`config.mk`:
```
export PLATFORM = sky130hd
export DESIGN_NAME = spi_master
export DESIGN_NICKNAME = d
export VERILOG_FILES = /design/src/rtl/spi_master.sv
export SDC_FILE = /design/constraint.sdc
export NUM_CORES = 1
export LEC_CHECK = 0
export BUFFER_PORTS_ARGS = -buffer_cell sky130_fd_sc_hd__buf_2
export CAP_MARGIN = 20
export CORE_ASPECT_RATIO = 1.2
export CORE_MARGIN = 4
export CORE_UTILIZATION = 50
export DETAILED_ROUTE_END_ITERATION = 7
export PLACE_DENSITY_LB_ADDON = 0.12
export RECOVER_POWER = 25
export REMOVE_ABC_BUFFERS = 1
export SLEW_MARGIN = 20
export SYNTH_ARGS = -nofsm -noshare
export SYNTH_HDL_FRONTEND = slang
export SYNTH_SLANG_ARGS = --single-unit
```
`constraint.sdc`:
```
create_clock -name clk -period 1.85 [get_ports clk]
set_clock_uncertainty 0.2 [all_clocks]
set_input_delay 0 -clock clk [delete_from_list [all_inputs] [get_ports clk]]
set_output_delay 0 -clock clk [all_outputs]
set_load 0.02 [all_outputs]
```
`src/rtl/spi_master.sv`:
```
// SPI master: shifts a 10-bit {cmd,din} frame out on MOSI, MSB first.
// Read-data frames (cmd=11) add TURN idle cycles, then capture one byte from MISO.
module spi_master #(
  parameter int unsigned TURN = 2
) (
  input  logic       clk,
  input  logic       rst_n,
  input  logic       start,
  input  logic [1:0] cmd,
  input  logic [7:0] din,
  input  logic       MISO,
  output logic       SS_n,
  output logic       MOSI,
  output logic [7:0] dout,
  output logic       dout_valid,
  output logic       busy
);

  localparam int unsigned FRAME_W = 10;
  localparam int unsigned CNT_W   = 4;
  localparam int unsigned TURN_W  = 4;
  localparam int unsigned BYTE_W  = 8;

  typedef enum logic [2:0] {
    IDLE,
    SEND,
    TURNA,
    RECV,
    DONE
  } state_t;

  state_t              state;
  logic [FRAME_W-1:0]  frame_sh;
  logic                is_read;
  logic [CNT_W-1:0]    bit_cnt;
  logic [TURN_W-1:0]   turn_cnt;
  logic [BYTE_W-1:0]   rx_sh;

  // frame_sh holds the bits not yet on MOSI, next bit at [FRAME_W-1]
  always_ff @(posedge clk) begin
    if (!rst_n) begin
      state      <= IDLE;
      frame_sh   <= '0;
      is_read    <= 1'b0;
      bit_cnt    <= '0;
      turn_cnt   <= '0;
      rx_sh      <= '0;
      SS_n       <= 1'b1;
      MOSI       <= 1'b0;
      dout       <= '0;
      dout_valid <= 1'b0;
      busy       <= 1'b0;
    end else begin
      dout_valid <= 1'b0;
      case (state)
        IDLE: begin
          if (start) begin
            frame_sh <= {cmd[0], din, 1'b0};
            is_read  <= (cmd == 2'b11);
            MOSI     <= cmd[1];
            SS_n     <= 1'b0;
            busy     <= 1'b1;
            bit_cnt  <= '0;
            state    <= SEND;
          end
        end
        SEND: begin
          if (bit_cnt == CNT_W'(FRAME_W - 1)) begin
            MOSI     <= 1'b0;
            bit_cnt  <= '0;
            turn_cnt <= '0;
            if (is_read) begin
              state <= TURNA;
            end else begin
              SS_n  <= 1'b1;
              state <= DONE;
            end
          end else begin
            MOSI     <= frame_sh[FRAME_W-1];
            frame_sh <= {frame_sh[FRAME_W-2:0], 1'b0};
            bit_cnt  <= bit_cnt + 1'b1;
          end
        end
        TURNA: begin
          if (turn_cnt == TURN_W'(TURN - 1)) begin
            state <= RECV;
          end else begin
            turn_cnt <= turn_cnt + 1'b1;
          end
        end
        RECV: begin
          rx_sh <= {rx_sh[BYTE_W-2:0], MISO};
          if (bit_cnt == CNT_W'(BYTE_W - 1)) begin
            dout       <= {rx_sh[BYTE_W-2:0], MISO};
            dout_valid <= 1'b1;
            SS_n       <= 1'b1;
            state      <= DONE;
          end else begin
            bit_cnt <= bit_cnt + 1'b1;
          end
        end
        DONE: begin
          busy  <= 1'b0;
          state <= IDLE;
        end
        default: begin
          state <= IDLE;
          SS_n  <= 1'b1;
          MOSI  <= 1'b0;
          busy  <= 1'b0;
        end
      endcase
    end
  end

endmodule

```
=== Word level (Yosys, flattened, before mapping) ===
Cells that the tools add are included.

* $add $sub $neg: 2
* Equal/unequal tests: 16
* Muxes and demuxes: 27
* Bitwise operators: 3
* Reduce and logical (&&, ||, !) cells: 17

{| class="wikitable"
|+ Operator list
! operator !! number
|-
| 2-to-1 mux 10 bit || 2
|-
| 2-to-1 mux 4 bit || 5
|-
| case mux 10 bit (2 select lines) || 1
|-
| != test 2 bit (second input constant) || 8
|-
| 2-to-1 mux 3 bit || 5
|-
| case mux 3 bit (4 select lines) || 1
|-
| case mux 4 bit (3 select lines) || 1
|-
| AND reduction 2 bit || 5
|-
| AND reduction 3 bit || 3
|-
| adder 4 x 1 -> 4 bit (second input constant) || 2
|-
| 2-to-1 mux 1 bit || 8
|-
| case mux 4 bit (2 select lines) || 1
|-
| equality test 3 x 2 -> 1 bit (second input constant) || 2
|-
| OR reduction 3 bit || 2
|-
| AND reduction 5 bit || 1
|-
| equality test 4 x 1 -> 1 bit (second input constant) || 1
|-
| equality test 4 x 3 -> 1 bit (second input constant) || 1
|-
| equality test 4 bit (second input constant) || 1
|-
| case mux 1 bit (4 select lines) || 1
|-
| AND reduction 4 bit || 1
|-
| nonzero test 2 bit || 2
|-
| equality test 3 x 1 -> 1 bit (second input constant) || 1
|-
| equality test 3 bit (second input constant) || 1
|-
| logical NOT 3 bit || 1
|-
| other kinds (6) || 8
|}

* Bits in registers: 41
* Input port bits: 14
* Output and inout bits: 12
* Word-level logic and storage cells: 76

=== Depth between registers and ports, before layout ===
* Depth after elaboration: 4
* Gate-level depth with buffers: 7
* Gate-level depth less buffers: 6

=== Worst setup path before layout ===
OpenSTA, ideal clock, no wires.

* Kind: register to register
* Start: reg bit_cnt[1]
* End: reg frame_sh[7]
* Setup time: 0.088 ns
* Arrival: 1.730 ns
* Required time: 1.562 ns
* Path slack: -0.168 ns
* Cell stages (with the launch flop): 8
* Buffers on the path: 1
* Clock period less this slack: 2.018 ns
* Cells stage by stage: dfxtp_1 > inv_1 > ha_1 > and3b_1 > a2111oi_4 > buf_6 > nor2_1 > a311oi_2

* Word-level cells in the longest chain between the ends: 3

{| class="wikitable"
|+ Ends and longest elaborated chain
! what !! line !! RTL
|-
| start: declaration || 35 || <nowiki>logic [CNT_W-1:0] bit_cnt;</nowiki>
|-
| start signal: assignment || 81 || <nowiki>bit_cnt <= bit_cnt + 1'b1;</nowiki>
|-
| start signal: assignment || 99 || <nowiki>bit_cnt <= bit_cnt + 1'b1;</nowiki>
|-
| equality test 4 bit || 68 || <nowiki>if (bit_cnt == CNT_W'(FRAME_W - 1)) begin</nowiki>
|-
| != test 2 bit (no line) || n/a ||
|-
| AND reduction 3 bit (no line) || n/a ||
|-
| end signal: assignment || 58 || <nowiki>frame_sh <= {cmd[0], din, 1'b0};</nowiki>
|-
| end signal: assignment || 80 || <nowiki>frame_sh <= {frame_sh[FRAME_W-2:0], 1'b0};</nowiki>
|-
| end: declaration || 33 || <nowiki>logic [FRAME_W-1:0] frame_sh;</nowiki>
|}

Every way passes these cells.
A chain may end at the register's enable or synchronous reset.

=== Final worst setup path ===
* Start: reg bit_cnt[1]
* End: reg frame_sh[2]

The elaborated chain is that of the path after synthesis.

==> flow_summary_export.csv <==
group,metric,value,unit
setup_path,regToRegSetupSlack,-10,ps
die,die_area,4762,sq um
synth,async_flop_share,0,%
synth,ys_seq_elements,40,
placement,place_ws,-100.7,ps
die,core-area,3603,sq um
final_layout,fin_area,2603,sq um
timing,drv_slew,0,
outcome,status,"finished, violations left",
clock_tree,cts.path.max_buffers,2,
setup_path,worstPathMaxFanout,7,
synth,avgSynthCellArea,8.939,sq um
detailed_routing,vias,1711,
synth,ys_seq_area_share,43.07,%
clock_tree,cts_tree,"built",
worst_hold_path,whs_endpoint,"turn_cnt[1]$_SDFFE_PN0P_",
global_routing,grt_pass1_wl,7.493,mm
placement,hpwl,3.005,mm
final_layout,fin_util,72.22,%
setup_path,rr_worst_depth,8,
detailed_routing,antenna_left,0,
global_routing,grt_pass1_vias,1700,
clock_tree,cts_sinks,40,
worst_hold_path,hp-start,"rst_n",
die,die_w,63.67,microns
final_layout,diodes,0,
setup_path,cp-end-kind,"register",
global_routing,antenna_found_initial,0,
die,fp-row-count,24,
final_layout,area.growth.synth_to_final,39.97,%
timing,whs,20.47,ps
timing,min_period,1863,ps
synth,synth-edff-count,0,
power_and_ir_drop,p_total,3.365,mW
timing,slew_headroom,67.54,%
clock_tree,htree_levels,2,
worst_hold_path,worstHoldPathType,"primary input to register",
placement,placedCellCount,282,
power_and_ir_drop,powerDensity,1293,nW/um^2
global_routing,overflow,0,
setup_path,cp_data_arrival_time,1820,ps
detailed_routing,wirelength,4.450,mm
timing,worst_slew_pin_slew,480.6,ps
global_routing,grt_use_total,19.88,%
outcome,violations,"setup timing",
die,die_y,74.80,microns
clock_tree,cts.clk_slew.worst_paths,80,ps
setup_path,worstPathRequired,1810,ps
timing,fin_crit_sh,100.7,%
clock_tree,cts-root-buf,"clkbuf_8",
power_and_ir_drop,ir_drop,0.8687,mV
synth,synth_area,1859,sq um
final_layout,layout.cells.non_filler,315,
detailed_routing,drc,0,
detailed_routing,via_per_inst,5.432,
die,start_util,51.60,%
placement,gp_congestion,0.7406,
placement,placed_cell_area,2156,sq um
synth,synth_cell_types,42,
timing,clock.fmax,536.9,MHz
synth,synthCells,208,
timing,finalSetupViolCount,7,
synth,yosys_warnings,0,
detailed_routing,drt_iter0_markers,59,
setup_path,timing.rr.start,"bit_cnt[1]$_SDFFE_PN0P_",
final_layout,fin_nets,293,
power_and_ir_drop,leakage,1.022,nW
timing,rsz0062_at_grt,"yes",
timing,fin_setup_tns,-47.74,ps
timing,final-hold-violation-count,0,
setup_path,critPathLaunchType,"register",
detailed_routing,drtPass1Iterations,4,
detailed_routing,wl_per_cell,14.13,microns
final_layout,drive_gt1_share,27.54,%
setup_path,reg2reg_to,"frame_sh[2]$_SDFFE_PN0P_",
die,top_level_ports,26,
timing,setup_ws,-12.57,ps
placement,port-buffer-count,25,
synth,synth_flop_cell,"dfxtp_1",
clock_tree,cts_buffers,5,
setup_path,crit_type,"register to register",
clock_tree,clk_latency,290,ps
job,max_cap_viol_count,0,
global_routing,grt_max_degree,25,
worst_hold_path,min_path_cells,3,
Yosys cell counts (2+ instances only):
master / count / area [sq um]
mux2i_1: 13 / 130.1
a22oi_1: 2 / 15.01
nor2_1: 17 / 63.81
a211oi_1: 2 / 15.01
a21oi_1: 4 / 20.02
nor3_1: 4 / 20.02
nor3b_1: 3 / 22.52
a311oi_2: 2 / 30.03
inv_1: 5 / 18.77
nand2_1: 36 / 135.1
o211ai_1: 3 / 22.52
a21boi_0: 8 / 60.06
nand3b_1: 3 / 22.52
dfxtp_1: 40 / 800.8
a311oi_1: 6 / 52.55
and2_1: 3 / 18.77
nand3_1: 4 / 20.02
buf_2: 2 / 10.01
and3b_1: 2 / 17.52
ha_1: 4 / 50.05
nor2b_1: 12 / 75.07
o21ai_0: 4 / 20.02
clkbuf_1: 9 / 33.78
or3b_1: 2 / 17.52
area by class of cell:
| cell class | count | area [sq um] |
|---|---|---|
| multi-input cells | 151 | 1033 |
| fillers | 272 | 1001 |
| flip-flops and latches | 40 | 805.8 |
| repair buffers | 72 | 569.3 |
| clock buffers | 7 | 96.34 |
| well taps | 39 | 48.80 |
| clock inverters | 1 | 30.03 |
| inverters | 5 | 18.77 |
cells in the final DEF (no fill, tap or decap), types with 3 or more instances in the layout:
| cell type | instances |
|---|---|
| nand3b_1 | 3 |
| buf_4 | 25 |
| nor2b_1 | 12 |
| buf_2 | 17 |
| o21ai_0 | 4 |
| dlygate4sd3_1 | 14 |
| dfxtp_1 | 38 |
| inv_1 | 4 |
| and2_1 | 3 |
| a21oi_1 | 4 |
| buf_6 | 5 |
| nor3_1 | 4 |
| nor2_1 | 15 |
| o211ai_1 | 3 |
| a21boi_0 | 8 |
| nand3_1 | 4 |
| nand2_1 | 36 |
| mux2i_1 | 13 |
| clkbuf_8 | 7 |
| a311oi_2 | 3 |
| a311oi_1 | 5 |
| clkbuf_1 | 8 |
metal layers:
| metal | part of all wire [%] | up-vias | global-route usage [%] |
|---|---|---|---|
| met2 | 56 | 40 | 38.63 |
| met5 | 0 | - | 0 |
| met3 | 3.5 | 8 | 3.731 |
| li1 | - | 865 | - |
| met4 | 1.4 | 0 | 8.633 |
| met1 | 39 | 798 | 21.04 |
cells by family (layout without fill, tap and decap cells):
logic type	after synthesis	count (layout)	share of synthesized area [%]
flip-flops	40	40	43.07
adder cells (fa/ha/maj)	4	4	2.692
AO/OA/AOI/OAI	40	40	17.90
buffers and inverters	17	85	3.970
AND/OR/NAND/NOR	94	94	25.37
multiplexers	13	13	6.998
critical path: stages (launching register included):
cell and delay (ps):
dfxtp_2 340, inv_2 40, ha_4 140, and3b_2 210
a2111oi_4 310, buf_4 180, clkbuf_16 140, buf_6 100
a311oi_1 70
what timing repair did:
| item | 4_1_cts | 5_1_grt |
|---|---|---|
| pin swaps | 11 | 3 |
| cloned | 1 | 1 |
| hold buffers | 14 | 0 |
| setup endpoints to repair | 17 | 26 |
| endpoints found under the hold margin | 20 | 0 |
| setup buffers | 5 | 5 |
| resized for setup | 11 | 9 |
where the power goes:
part	switching, mW	internal [mW]
clock	0.295	0.476
combinational	0.731	0.716
sequential	0.117	1.03
total	1.14	2.22
worst max-delay path by stage:
stage                                  from                  endpoint
floorplan             state[0]$_SDFFE_PN0P_  turn_cnt[3]$_SDFFE_PN0P_
global placement    bit_cnt[1]$_SDFFE_PN0P_  frame_sh[7]$_SDFFE_PN0P_
detailed placement  bit_cnt[1]$_SDFFE_PN0P_  frame_sh[5]$_SDFFE_PN0P_
CTS                 bit_cnt[1]$_SDFFE_PN0P_  frame_sh[7]$_SDFFE_PN0P_
global route        bit_cnt[1]$_SDFFE_PN0P_  frame_sh[3]$_SDFFE_PN0P_
finish              bit_cnt[1]$_SDFFE_PN0P_  frame_sh[2]$_SDFFE_PN0P_
sequential cells by signal, summed over array words and instances (netlist names):
signal,flops
frame_sh,9
dout,8
rx_sh,7
bit_cnt,4
turn_cnt,4
state,3
MOSI,1
SS_n,1
busy,1
dout_valid,1
is_read,1
Power figures use the tool's default switching activity.
